**src/rtl/alu_pipe_if.sv**
```systemverilog
// alu_pipe_if: handshake and result bus for alu_pipe.
//   master (operand-fetch side): drives in_valid, A, B, alu_op, out_ready;
//                                observes in_ready, out_valid, result,
//                                result_hi and the zero/carry/overflow/negative flags.
//   slave  (alu_pipe): the mirror image of master.
interface alu_pipe_if #(
    parameter int width = 8
);
    logic             in_valid;
    logic             in_ready;
    logic [width-1:0] A;
    logic [width-1:0] B;
    logic [3:0]       alu_op;
    logic             out_valid;
    logic             out_ready;
    logic [width-1:0] result;
    logic [width-1:0] result_hi;
    logic             zero;
    logic             carry;
    logic             overflow;
    logic             negative;

    modport master (
        output in_valid, A, B, alu_op, out_ready,
        input  in_ready, out_valid, result, result_hi,
               zero, carry, overflow, negative
    );

    modport slave (
        input  in_valid, A, B, alu_op, out_ready,
        output in_ready, out_valid, result, result_hi,
               zero, carry, overflow, negative
    );
endinterface

```
**src/rtl/alu_pipe.sv**
```systemverilog
// alu_pipe: registered ALU with a valid/ready handshake.
//   clk  - rising-edge clock
//   rst  - asynchronous, active-high reset
//   bus  - alu_pipe_if.slave: operation in (in_valid/in_ready, A, B, alu_op),
//          held result out (out_valid/out_ready, result, result_hi, flags).
// Single-cycle ops load the output register on the accept edge. MUL is an
// unsigned shift-add multiplier running one partial product per clock.
module alu_pipe #(
    parameter int width = 8
) (
    input  logic       clk,
    input  logic       rst,
    alu_pipe_if.slave  bus
);
    localparam int CW = $clog2(width);
    localparam logic [CW-1:0] CNT_LAST = CW'(width - 1);

    localparam logic [0:0] IDLE    = 1'b0;
    localparam logic [0:0] MUL_RUN = 1'b1;

    localparam logic [3:0] OP_ADD  = 4'b0000;
    localparam logic [3:0] OP_SUB  = 4'b0001;
    localparam logic [3:0] OP_AND  = 4'b0010;
    localparam logic [3:0] OP_OR   = 4'b0011;
    localparam logic [3:0] OP_XOR  = 4'b0100;
    localparam logic [3:0] OP_SLL  = 4'b0101;
    localparam logic [3:0] OP_SRL  = 4'b0110;
    localparam logic [3:0] OP_SLTU = 4'b0111;
    localparam logic [3:0] OP_SRA  = 4'b1000;
    localparam logic [3:0] OP_SLT  = 4'b1001;
    localparam logic [3:0] OP_ADC  = 4'b1010;
    localparam logic [3:0] OP_MUL  = 4'b1011;

    logic [0:0]         state;
    logic [CW-1:0]      cnt;
    logic               carry_reg;
    logic [width-1:0]   mcand;
    logic [width-1:0]   mplier;
    logic [2*width-1:0] acc;

    logic [width-1:0]   res_q;
    logic [width-1:0]   res_hi_q;
    logic               valid_q;
    logic               zero_q;
    logic               carry_q;
    logic               ovf_q;
    logic               neg_q;

    logic               accept;

    // single-cycle datapath
    logic [width:0]     add_sum;
    logic [width:0]     sub_diff;
    logic               cin;
    logic [width-1:0]   alu_res;
    logic               alu_c;
    logic               alu_v;
    logic               alu_sets_carry;

    // multiplier step
    logic [width:0]     part_sum;
    logic [2*width-1:0] acc_next;

    assign bus.in_ready  = !rst && (state == IDLE) && (!valid_q || bus.out_ready);
    assign accept        = bus.in_valid && bus.in_ready;

    assign bus.out_valid = valid_q;
    assign bus.result    = res_q;
    assign bus.result_hi = res_hi_q;
    assign bus.zero      = zero_q;
    assign bus.carry     = carry_q;
    assign bus.overflow  = ovf_q;
    assign bus.negative  = neg_q;

    always_comb begin
        cin      = (bus.alu_op == OP_ADC) ? carry_reg : 1'b0;
        add_sum  = {1'b0, bus.A} + {1'b0, bus.B} + {{width{1'b0}}, cin};
        sub_diff = {1'b0, bus.A} - {1'b0, bus.B};

        alu_res        = '0;
        alu_c          = 1'b0;
        alu_v          = 1'b0;
        alu_sets_carry = 1'b0;

        unique case (bus.alu_op)
            OP_ADD, OP_ADC: begin
                alu_res        = add_sum[width-1:0];
                alu_c          = add_sum[width];
                alu_v          = (bus.A[width-1] == bus.B[width-1]) &&
                                 (alu_res[width-1] != bus.A[width-1]);
                alu_sets_carry = 1'b1;
            end
            OP_SUB: begin
                alu_res        = sub_diff[width-1:0];
                alu_c          = ~sub_diff[width];
                alu_v          = (bus.A[width-1] != bus.B[width-1]) &&
                                 (alu_res[width-1] != bus.A[width-1]);
                alu_sets_carry = 1'b1;
            end
            OP_AND:  alu_res = bus.A & bus.B;
            OP_OR:   alu_res = bus.A | bus.B;
            OP_XOR:  alu_res = bus.A ^ bus.B;
            // Shift amounts >= width fall out of the language semantics:
            // logical shifts give 0, arithmetic right fills with the sign.
            OP_SLL:  alu_res = bus.A << bus.B;
            OP_SRL:  alu_res = bus.A >> bus.B;
            OP_SRA:  alu_res = $unsigned($signed(bus.A) >>> bus.B);
            OP_SLTU: alu_res[0] = (bus.A < bus.B);
            OP_SLT:  alu_res[0] = ($signed(bus.A) < $signed(bus.B));
            default: alu_res = '0;
        endcase
    end

    // Accumulator high half absorbs the partial product; the combined word
    // shifts right so product bits collect from the top down.
    always_comb begin
        part_sum = {1'b0, acc[2*width-1:width]} + {1'b0, (mplier[0] ? mcand : {width{1'b0}})};
        acc_next = (2*width)'({part_sum, acc[width-1:0]} >> 1);
    end

    always_ff @(posedge clk or posedge rst) begin
        if (rst) begin
            state     <= IDLE;
            cnt       <= '0;
            carry_reg <= 1'b0;
            mcand     <= '0;
            mplier    <= '0;
            acc       <= '0;
            valid_q   <= 1'b0;
            res_q     <= '0;
            res_hi_q  <= '0;
            zero_q    <= 1'b0;
            carry_q   <= 1'b0;
            ovf_q     <= 1'b0;
            neg_q     <= 1'b0;
        end else if (accept) begin
            if (bus.alu_op == OP_MUL) begin
                mcand   <= bus.A;
                mplier  <= bus.B;
                acc     <= '0;
                cnt     <= '0;
                state   <= MUL_RUN;
                valid_q <= 1'b0;
            end else begin
                valid_q  <= 1'b1;
                res_q    <= alu_res;
                res_hi_q <= '0;
                zero_q   <= (alu_res == '0);
                carry_q  <= alu_c;
                ovf_q    <= alu_v;
                neg_q    <= alu_res[width-1];
                if (alu_sets_carry) begin
                    carry_reg <= alu_c;
                end
            end
        end else if (state == MUL_RUN) begin
            acc    <= acc_next;
            mplier <= mplier >> 1;
            if (cnt == CNT_LAST) begin
                state    <= IDLE;
                valid_q  <= 1'b1;
                res_q    <= acc_next[width-1:0];
                res_hi_q <= acc_next[2*width-1:width];
                zero_q   <= (acc_next == '0);
                carry_q  <= (acc_next[2*width-1:width] != '0);
                ovf_q    <= 1'b0;
                neg_q    <= acc_next[width-1];
            end else begin
                cnt <= cnt + 1'b1;
            end
        end else if (valid_q && bus.out_ready) begin
            valid_q <= 1'b0;
        end
    end
endmodule

```
**src/flat_wrapper.sv**
```systemverilog
// flat-port wrapper written by rule: the top's interface ports become plain ports
module alu_pipe_flat 
#(
    parameter int width = 8
)
  (clk, rst, bus_in_valid, bus_A, bus_B, bus_alu_op, bus_out_ready, bus_in_ready, bus_out_valid, bus_result, bus_result_hi, bus_zero, bus_carry, bus_overflow, bus_negative);
  alu_pipe_if #(.width(width)) bus_i ();
  input  logic clk;
  input  logic rst;
  input wire logic [$bits(bus_i.in_valid)-1:0] bus_in_valid;
  input wire logic [$bits(bus_i.A)-1:0] bus_A;
  input wire logic [$bits(bus_i.B)-1:0] bus_B;
  input wire logic [$bits(bus_i.alu_op)-1:0] bus_alu_op;
  input wire logic [$bits(bus_i.out_ready)-1:0] bus_out_ready;
  output wire logic [$bits(bus_i.in_ready)-1:0] bus_in_ready;
  output wire logic [$bits(bus_i.out_valid)-1:0] bus_out_valid;
  output wire logic [$bits(bus_i.result)-1:0] bus_result;
  output wire logic [$bits(bus_i.result_hi)-1:0] bus_result_hi;
  output wire logic [$bits(bus_i.zero)-1:0] bus_zero;
  output wire logic [$bits(bus_i.carry)-1:0] bus_carry;
  output wire logic [$bits(bus_i.overflow)-1:0] bus_overflow;
  output wire logic [$bits(bus_i.negative)-1:0] bus_negative;
  assign bus_i.in_valid = bus_in_valid;
  assign bus_i.A = bus_A;
  assign bus_i.B = bus_B;
  assign bus_i.alu_op = bus_alu_op;
  assign bus_i.out_ready = bus_out_ready;
  assign bus_in_ready = bus_i.in_ready;
  assign bus_out_valid = bus_i.out_valid;
  assign bus_result = bus_i.result;
  assign bus_result_hi = bus_i.result_hi;
  assign bus_zero = bus_i.zero;
  assign bus_carry = bus_i.carry;
  assign bus_overflow = bus_i.overflow;
  assign bus_negative = bus_i.negative;
  alu_pipe #(.width(width)) u_core (.clk(clk), .rst(rst), .bus(bus_i));
endmodule
```
**config.mk**
```make
export PLATFORM = sky130hd
export DESIGN_NAME = alu_pipe_flat
export DESIGN_NICKNAME = d
export VERILOG_FILES = /design/src/rtl/alu_pipe_if.sv /design/src/rtl/alu_pipe.sv /design/src/flat_wrapper.sv
export SDC_FILE = /design/constraint.sdc
export NUM_CORES = 1
export LEC_CHECK = 0
export CORE_MARGIN = 1
export CORE_UTILIZATION = 50
export DETAILED_ROUTE_END_ITERATION = 8
export PLACE_DENSITY = 0.71
export SLEW_MARGIN = 10
export SYNTH_ARGS = -nofsm -noshare
export SYNTH_HDL_FRONTEND = slang
export SYNTH_SLANG_ARGS = --single-unit
```
**constraint.sdc**
```tcl
create_clock -name clk -period 5.9 [get_ports clk]
set_input_delay 1.18 -clock clk [delete_from_list [all_inputs] [get_ports clk]]
set_output_delay 1.18 -clock clk [all_outputs]
set_load 0.005 [all_outputs]
```
==> metrics.md, run 1 <==
| Metric | Value |
|---|---|
| Ys Warns | 0 |
| Max reg flops | 15 |
| Worst rel slew slack | 30.3% |
| Die Y | between 100 and 150 um |
| Area grow syn2layout | 12.4% |
| Crit path capture type | flop |
| Drt drc | 0 |
| Synth Flop Type | dfrtp_1 |
| Fin nets | 698 |
| PnR worst setup slack | 947 ps |
| Hold path depth | 2 |
| Worst hold path type | reg2reg |
| I/O pins | 46 |
| Routed vias/inst | 6.37 |
| CP startpoint kind | primary input |
| PortBufs | 45 |
| Clock-pin slew on the worst setup and hold paths | about 110 ps |
| CTS tree | yes |
| Most frequent cells in the layout | nand2_1, o21ai_0, dfrtp_1 |
| Core area | 9680 um^2 |
| Initial DRC count | 356 |
| Leakage | 2.36 nW |
| Placed cell area | 5490 um^2 |
| RePlAce Congestion | 1.04 |
| Skew-Pair Late Insertion Delay | 310 ps |
| Hold slack | 486 ps |
| Row count | 36 |
| Register bit total from synthesis | 56 |
| Crit path DAT | approximately 5200 ps |
| Commonest non-fill, non-tap cell in the layout | nand2_1 |
| Number of routed nets with antenna violations | 0 |
| CTS resizes | 0 |
| Status | complete, no violations |
| Max-cap viol count | 0 |
| GRT Util Overall | 31.0% |
| Clock root cell | clkbuf_8 |
| Footprint of the multi-input gates | 3240 um^2 |
| Required @ worst endpoint | 6160 ps |
| Unrepaired setup endpoints after global routing | false |
| Global-route wire length before repair | around 24000 um |
| Post-synth EDFFs | 0 |
| Ant diodes | 0 |
| Top reg by flops | u_core.acc |
| Final design instance area without fill | 5590 um^2 |
| Worst IR drop on VDD | 198 uV |
| Layout Skew | roughly 5 ps |
| Clock buffer count from CTS | 5 |
| Critical Setup Path Class | in2reg |
| Vias in the first global route | 4333 |
| Setup bufs post-CTS | 0 |
| Final HPWL DP | 11900 um |
| Synth unique cells | 81 |
| Max Clock Freq | 202 MHz |
| Async S/R FF share, synth | 100% |
| GR Overflow Total | 0 |
| # clock sinks | 56 |
| # setup viols final | 0 |
| Post-synth net total | just under 700 |
| FF+latch area | 1400 um^2 |
| Largest net degree at the start of global routing | 57 |
| Post-CTS Hold Buffers | 0 |
| Seq/Total Area, Yosys | 28.2% |
| Period utilisation layout | 84.0% |
| Initial antenna violation count | 0 |
| CTS HTree Levels | 2 |
| Post-Route Setup TNS | 0 ps |
| Final hold vios | 0 |
| Layout cells sized above 1 | 6.76% |
| Syn Area/Cell | 8.12 um^2 |
| Clk buf depth | 2 |
| Number of fill cells | 885 |
| Syn Inst Count | ~600 |
| Routed via count | ~4.9k |
| Fin crit period | 4950 ps |
| Initial core utilization | between 50% and 60% |
| TritonRoute pass-1 iters | 5 |
| Final Max Slew Viols | 0 |
| Final wirelength | ~16000 um |
| Die Width | 102 um |
| Least-Margin Pin Slew | between 1000 and 1500 ps |
| Worst r2r path cells | 11 |
| Die area | just over 10000 um^2 |
| PwrDens | roughly 270 nW/um^2 |
| Syn Std Cell Area | 4970 um^2 |
| Post-DR wirelength/cell | between 20 and 25 um |
| DP Worst Slack | roughly 720 ps |
| Crit path max fanout | 23 |
==> final timing paths <==
| kind | from | end | slack, ps |
|---|---|---|---|
| worst max-delay path | bus_alu_op[2] | u_core.bus.zero | 950 |
| worst min-delay path | u_core.bus.overflow | u_core.bus.overflow | 490 |
| worst max register to register | u_core.carry_reg | u_core.bus.zero | 2620 |
| worst min register to register | u_core.bus.overflow | u_core.bus.overflow | 490 |
| max in group asynchronous | rst | u_core.cnt[0] | 4010 |
| min in group asynchronous | rst | u_core.bus.out_valid | 1430 |
==> layout make-up <==
class / count / area share [%]
clock buffers: 5 / 1.23
clock inverters: 3 / 0.492
inverters: 36 / 2.42
multi-input cells: 478 / 58.0
flip-flops and latches: 56 / 25.1
well taps: 133 / 2.98
repair buffers: 58 / 9.80
==> stage by stage <==
stage / cells / util (%) / total power, mW
after floorplan: 612 / - / 1.00
after global placement: 761 / 56.7 / 1.24
after detailed placement: 761 / 56.7 / 1.27
after CTS: 769 / 57.7 / 1.49
after global routing: 769 / 57.7 / 1.61
final: 769 / 57.7 / 1.50
==> per-layer routing <==
| metal | share of wire [%] | up-vias | global-route usage (%) |
|---|---|---|---|
| met5 | 0 | - | 0 |
| met4 | 2.6 | 0 | 9.48 |
| met3 | 6.6 | 32 | 4.35 |
| met2 | 44 | 223 | 45.9 |
| met1 | 47 | 2373 | 46.2 |
| li1 | - | 2271 | - |
==> power by group <==
| group | total [mW] | internal (mW) | switching [mW] |
|---|---|---|---|
| Sequential | 0.602 | 0.513 | 0.0889 |
| Clock | 0.227 | 0.0877 | 0.139 |
| Combinational | 0.667 | 0.286 | 0.380 |
==> logic make-up (layout without fill, tap and decap cells) <==
kind of cell,Yosys count,count (layout),synth area share (%)
AO/OA/AOI/OAI,194,194,25.5
multiplexers,15,15,4.38
AND/OR/NAND/NOR,221,221,23.3
XOR/XNOR,9,9,1.59
adder cells (fa/ha/maj),39,39,10.4
flip-flops,56,56,28.2
buffers and inverters,78,102,6.59
==> cell usage after synthesis (all sizes together) (7+ instances only) <==
library cell,number,area [um^2]
a21oi,38,190
ha,35,438
nor3,14,75.1
and2,10,62.6
o21ai,64,320
nor2,38,161
nand3,17,85.1
dfrtp,56,1400
clkbuf,22,82.6
o31ai,7,52.6
buf,20,110
a31oi,8,56.3
nand3b,7,52.6
nand4,7,43.8
nand2,76,285
inv,36,135
nand2b,8,50.1
nor2b,10,62.6
==> worst max-delay path: stages <==
cell,delay [ps]
clkdlybuf4s50_1,750
nor2b_1,390
nand4b_1,220
fa_1,450
fa_1,400
nand2b_1,180
o2bb2ai_1,190
a221oi_1,280
a21oi_1,100
a2111oi_2,490
nand4_1,140
nor4_1,290
a221o_1,150
(Power assumes the default switching activity.)
==> run 2, diff against run 1 <==
PLACE_DENSITY = 0.74   (was 0.71)
clock period = 4 ns   (was 5.9 ns; I/O delays follow)
==> run 2 against run 1 <==
Against the previous run:
- sequential power is 49% higher
- hold slack worse by 1.7 ps
- clock-buffer cell count stayed put
- flip-flop and latch count stayed put
- clock power is 45% higher
- non-clock buffer count is 33 higher
- critical path type unchanged
- largest cell class unchanged
- highest routed layer unchanged
==> metrics.md, run 2 (synthesis gave the netlist of run 1 again) <==
| Metric | Value |
|---|---|
| Worst r2r path cells | 11 (unchanged) |
| Hold slack | 484 ps (-1.70 ps) |
| Routed via count | 5015 (+2.4%) |
| Max reg flops | 15 (unchanged) |
| # clock sinks | 56 (unchanged) |
| Clock-pin slew on the worst setup and hold paths | 110 ps (about the same) |
| Global-route wire length before repair | 24800 um (+3.2%) |
| Initial antenna violation count | 0 (unchanged) |
| Max-cap viol count | 0 (unchanged) |
| R2R Setup Slk | 930 ps (-1690 ps) |
| CTS HTree Levels | 2 (unchanged) |
| Routed vias/inst | 6.25 (-1.8%) |
| Area grow syn2layout | 17.5% |
| Crit path DAT | 4040 ps (-1170 ps) |
| Number of routed nets with antenna violations | 0 (unchanged) |
| Unrepaired setup endpoints after global routing | false |
| Post-Route Setup TNS | 0 ps (unchanged) |
| Min-delay src | u_core.mcand[3] |
| Endpoint, Worst Hold | u_core.mcand[3] |
| PwrDens | 383 nW/um^2 (+43%) |
| Fin nets | 731 (+4.7%) |
| Layout Skew | 6.11 ps (+1.11 ps) |
| Die Y | 102 um (unchanged) |
| Worst rel slew slack | 51.6% (+21 points) |
| Placed cell area | 5730 um^2 (+4.4%) |
| Final wirelength | 16200 um (+3.4%) |
| TritonRoute pass-1 iters | 5 (unchanged) |
| Final HPWL DP | 12600 um (+5.6%) |
| PortBufs | 45 (unchanged) |
| Required @ worst endpoint | 4260 ps (-1900 ps) |
| Die Width | 102 um (unchanged) |
| Skew-Pair Late Insertion Delay | 310 ps (about the same) |
| Status | complete, no violations |
| Clock root cell | clkbuf_8 |
| Crit path max fanout | 2 (-91%) |
| Layout cells sized above 1 | 11.5% (+4.7 points) |
| Final design instance area without fill | 5840 um^2 (+4.5%) |
| Clk buf depth | 2 (unchanged) |
| Crit path capture type | flop |
| GR Overflow Total | 0 (unchanged) |
| # setup viols final | 0 (unchanged) |
| CP startpoint kind | primary input |
| Vias in the first global route | 4601 (+6.2%) |
| Die area | 10300 um^2 (unchanged) |
| Drt drc | 0 (unchanged) |
| Reg2reg start | u_core.carry_reg |
| GRT Util Overall | 32.0% (+1.0 points) |
| Top reg by flops | u_core.acc |
| Initial DRC count | 612 (+72%) |
| Core area | 9680 um^2 (unchanged) |
| Initial core utilization | 51.3% (unchanged) |
| Worst IR drop on VDD | 273 uV (+38%) |
| CTS tree | yes |
| Critical Setup Path Class | in2reg |
| Commonest non-fill, non-tap cell in the layout | nand2_1 |
| Worst hold path type | reg2reg |
| Fin crit period | around 3800 ps |
| Post-DR wirelength/cell | 20.2 um (-0.86%) |
| Max Clock Freq | 264 MHz |
| Least-Margin Pin Slew | 716 ps (-322 ps) |
| Final hold vios | 0 (unchanged) |
| Period utilisation layout | between 90 and 100% |
| I/O pins | 46 (unchanged) |
| Leakage | 2.51 nW (+6.7%) |
| Ant diodes | 0 (unchanged) |
| Row count | 36 (unchanged) |
| Final Max Slew Viols | 0 (unchanged) |
| Hold path depth | 2 (unchanged) |
| Clock buffer count from CTS | 5 (unchanged) |
| Most frequent cells in the layout | nand2_1, o21ai_0, dfrtp_1 |
| RePlAce Congestion | 0.994 (-4.5%) |
| Reg-to-reg endpoint | u_core.bus.zero |
| Largest net degree at the start of global routing | 35 (-39%) |
-- run 2: cell count changes in the layout (fill, tap and decap cells not counted) --
cell | before | now
buf_4 | 13 | 46
nor4_1 | 4 | 3
nor4_2 | 1 | 2
-- run 2: repair_timing --
action                     in CTS  in global routing
buffers inserted                0                  1
hold buffers                    0                  0
setup endpoints to repair       0                  1
resized for setup               0                  1
-- run 2: power by group --
group          switching, mW  leakage [nW]  internal, mW  total [mW]
Clock                  0.201        0.0463         0.129       0.330
Combinational          0.561          1.73         0.453        1.01
Sequential             0.137         0.739         0.757       0.895
Total                  0.899          2.51          1.34        2.24
-- run 2: worst max path at each step --
stage	startpoint	to	slack [ps]
floorplan	bus_alu_op[0]	u_core.bus.zero	270
global placement	bus_alu_op[3]	u_core.bus.zero	-30
detailed placement	bus_alu_op[3]	u_core.bus.zero	-140
CTS	bus_alu_op[3]	u_core.bus.zero	170
global route	bus_alu_op[3]	u_core.bus.zero	40
finish	bus_alu_op[3]	u_core.bus.zero	220
-- run 2: area by class of cell --
type,instances,area [um^2]
repair buffers,91,796
flip-flops and latches,56,1400
fillers,881,3840
clock inverters,3,27.5
inverters,36,135
multi-input cells,478,3250
clock buffers,5,68.8
well taps,133,166
-- run 2: metrics by stage --
| stage | total power, mW | setup WS, ps | std cells | util, % |
|---|---|---|---|---|
| 2_1_floorplan | 1.48 | 269 | 612 | - |
| 3_3_place_gp | 1.86 | -32.5 | 793 | 59.2 |
| 3_5_place_dp | 1.90 | -144 | 793 | 59.2 |
| 4_1_cts | 2.23 | 172 | 801 | 60.2 |
| 5_1_grt | 2.41 | 41.5 | 802 | 60.3 |
| 6_report | 2.24 | 215 | 802 | 60.3 |
-- run 2: routing by layer --
metal | vias up | global-route usage (%) | part of all wire, %
li1 | 2333 | - | -
met1 | 2390 | 47.0 | 46
met2 | 255 | 48.0 | 44
met3 | 37 | 5.24 | 8.4
met4 | 0 | 9.14 | 2.2
met5 | - | 0 | 0
-- run 2: worst max-delay path, stage by stage --
cell and delay, ps:
clkdlybuf4s50_1 470, nor2b_1 170, nand4b_1 130, fa_1 420
fa_1 420, nand2b_1 180, o2bb2ai_1 160, a221oi_1 260
a21oi_1 110, a2111oi_2 370, nand4_1 180, nor4_2 240
a221o_1 140
==> run 3, diff against run 2 <==
PLACE_DENSITY = 0.71   (was 0.74)
clock period = 4.7 ns   (was 4 ns; I/O delays follow)
==> run 3 against run 2 <==
Against the previous run:
- sequential power decreased by 16%
- sequential share of layout area increased by 0.70 points
- clock skew increased by 11 ps
- setup slack improved by 440 ps
- global-route usage decreased by 0.54 points
- hold slack improved by 3.4 ps
- critical endpoint unchanged
- largest cell class unchanged
- largest power group unchanged
==> metrics.md, run 3 (synthesis gave the netlist of run 1 again) <==
| Metric | Value |
|---|---|
| I/O pins | 46 (unchanged) |
| Routed via count | 4845 (-3.4%) |
| Met2 Usage GRT | 49.8% (+1.8 points) |
| Final hold vios | 0 (unchanged) |
| Final Max Slew Viols | 0 (unchanged) |
| Max reg flops | 15 (unchanged) |
| Post-DR wirelength/cell | 20.3 um (+0.76%) |
| TritonRoute pass-1 iters | 5 (unchanged) |
| Status | complete, no violations |
| Clock buffer count from CTS | 5 (unchanged) |
| Worst rel slew slack | 29.7% (-22 points) |
| Initial DRC count | 479 (-22%) |
| Worst r2r path cells | 11 (unchanged) |
| CTS resizes | 0 (unchanged) |
| Worst IR drop on VDD | 188 uV (-31%) |
| Core area | 9680 um^2 (unchanged) |
| Initial antenna violation count | 0 (unchanged) |
| Layout Skew | 17.1 ps (+11.0 ps) |
| Largest net degree at the start of global routing | 35 (unchanged) |
| Initial core utilization | 51.3% (unchanged) |
| Vias in the first global route | 4551 (-1.1%) |
| CP startpoint kind | primary input |
| Most frequent cells in the layout | nand2_1, o21ai_0, dfrtp_1 |
| Row count | 36 (unchanged) |
| Routed vias/inst | 6.21 (-0.66%) |
| Clock-pin slew on the worst setup and hold paths | 110 ps (about the same) |
| Placed cells | 772 (-2.6%) |
| Number of fill cells | 924 (+4.9%) |
| Die area | 10300 um^2 (unchanged) |
| Final wirelength | 15900 um (-2.0%) |
| Drt drc | 0 (unchanged) |
| Least-Margin Pin Slew | 1050 ps (+330 ps) |
| Global-route wire length before repair | 24500 um (-1.2%) |
| Period utilisation layout | 86.1% |
| CTS tree | yes |
| Number of routed nets with antenna violations | 0 (unchanged) |
| Clock root cell | clkbuf_8 |
| Busiest layer in global routing | met2 |
| Clk buf depth | 2 (unchanged) |
| Commonest non-fill, non-tap cell in the layout | nand2_1 |
| Die Width | 102 um (unchanged) |
| Max Clock Freq | 247 MHz |
| Top reg by flops | u_core.acc |
| Post-Route Setup TNS | 0 ps (unchanged) |
| Crit path max fanout | 6 (+4) |
| Layout cells sized above 1 | 8.35% (-3.2 points) |
| Leakage | 2.41 nW (-4.0%) |
| Critical Setup Path Class | in2reg |
| GR Util met1 | 43.6% (-3.4 points) |
| Area grow syn2layout | 14.2% |
| Final Non-Filler Cells | 780 (-2.7%) |
| Crit path capture type | flop |
| Final design instance area without fill | 5680 um^2 (-2.8%) |
| Ant diodes | 0 (unchanged) |
| Fin crit period | 4050 ps |
| CTS HTree Levels | 2 (unchanged) |
| Post-CTS Hold Buffers | 0 (unchanged) |
| Grt met3 use | 6.07% (+0.83 points) |
| GR Overflow Total | 0 (unchanged) |
| GRT Util Overall | 31.4% (-0.54 points) |
| Required @ worst endpoint | 4970 ps (+710 ps) |
| # setup viols final | 0 (unchanged) |
| Fin nets | 709 (-3.0%) |
| Placed cell area | 5580 um^2 (-2.7%) |
| Crit path DAT | 4310 ps (+270 ps) |
| Worst hold path type | reg2reg |
| Max-cap viol count | 0 (unchanged) |
| RePlAce Congestion | 0.944 (-5.1%) |
| Die Y | 102 um (unchanged) |
| Final HPWL DP | 12300 um (-2.0%) |
| Unrepaired setup endpoints after global routing | false |
| PortBufs | 45 (unchanged) |
| PwrDens | 333 nW/um^2 (-13%) |
| Hold path depth | 2 (unchanged) |
| Skew-Pair Late Insertion Delay | 330 ps (+20 ps) |
| Setup bufs post-CTS | 0 (unchanged) |
| # clock sinks | 56 (unchanged) |
-- run 3: per-stage QoR --
step	utilization (%)	power [mW]	worst slack (ps)	hold slack [ps]
2_1_floorplan	-	1.26	829	442
3_3_place_gp	57.6	1.57	491	459
3_5_place_dp	57.6	1.60	369	466
4_1_cts	58.6	1.89	687	492
5_1_grt	58.6	2.03	450	520
6_report	58.6	1.89	652	488
-- run 3: worst max-delay path, stage by stage --
cell and delay, ps:
clkdlybuf4s50_1 580, inv_1 180, fa_1 460, fa_1 390, nand2b_1 170, o2bb2ai_1 170, a221oi_1 260, a21oi_1 90
a2111oi_2 480, nand4_1 150, nor4_1 280, a221o_1 150
-- run 3: final cells by class --
cell class                      instances  area [um^2]  share of cell area, %
Sequential cell                        56         1400                   24.7
Timing Repair Buffer                   69          631                   11.1
Clock buffer                            5         68.8                   1.21
Clock inverter                          3         33.8                  0.595
Tap cell                              133          166                   2.93
Inverter                               36          135                   2.38
Multi-Input combinational cell        478         3240                   57.1
-- run 3: path summary, 6_finish.rpt --
path,slack (ps),endpoint,start
worst max-delay path,650,u_core.bus.zero,bus_A[0]
worst max register to register,1500,u_core.bus.zero,u_core.carry_reg
worst min-delay path,490,u_core.bus.result[1],u_core.bus.result[1]
worst min register to register,490,u_core.bus.result[1],u_core.bus.result[1]
max in group asynchronous,2900,u_core.mcand[1],rst
min in group asynchronous,990,u_core.bus.out_valid,rst
-- run 3: power by group --
| group | internal [mW] | switching (mW) | total [mW] |
|---|---|---|---|
| Clock | 0.113 | 0.180 | 0.293 |
| Combinational | 0.368 | 0.475 | 0.843 |
| Sequential | 0.644 | 0.111 | 0.756 |
-- run 3: per-layer routing --
metal	wire, um	part of all wire, %
met4	314	2.0
met1	7100	45
met3	1230	7.8
met5	0	0
met2	7220	45
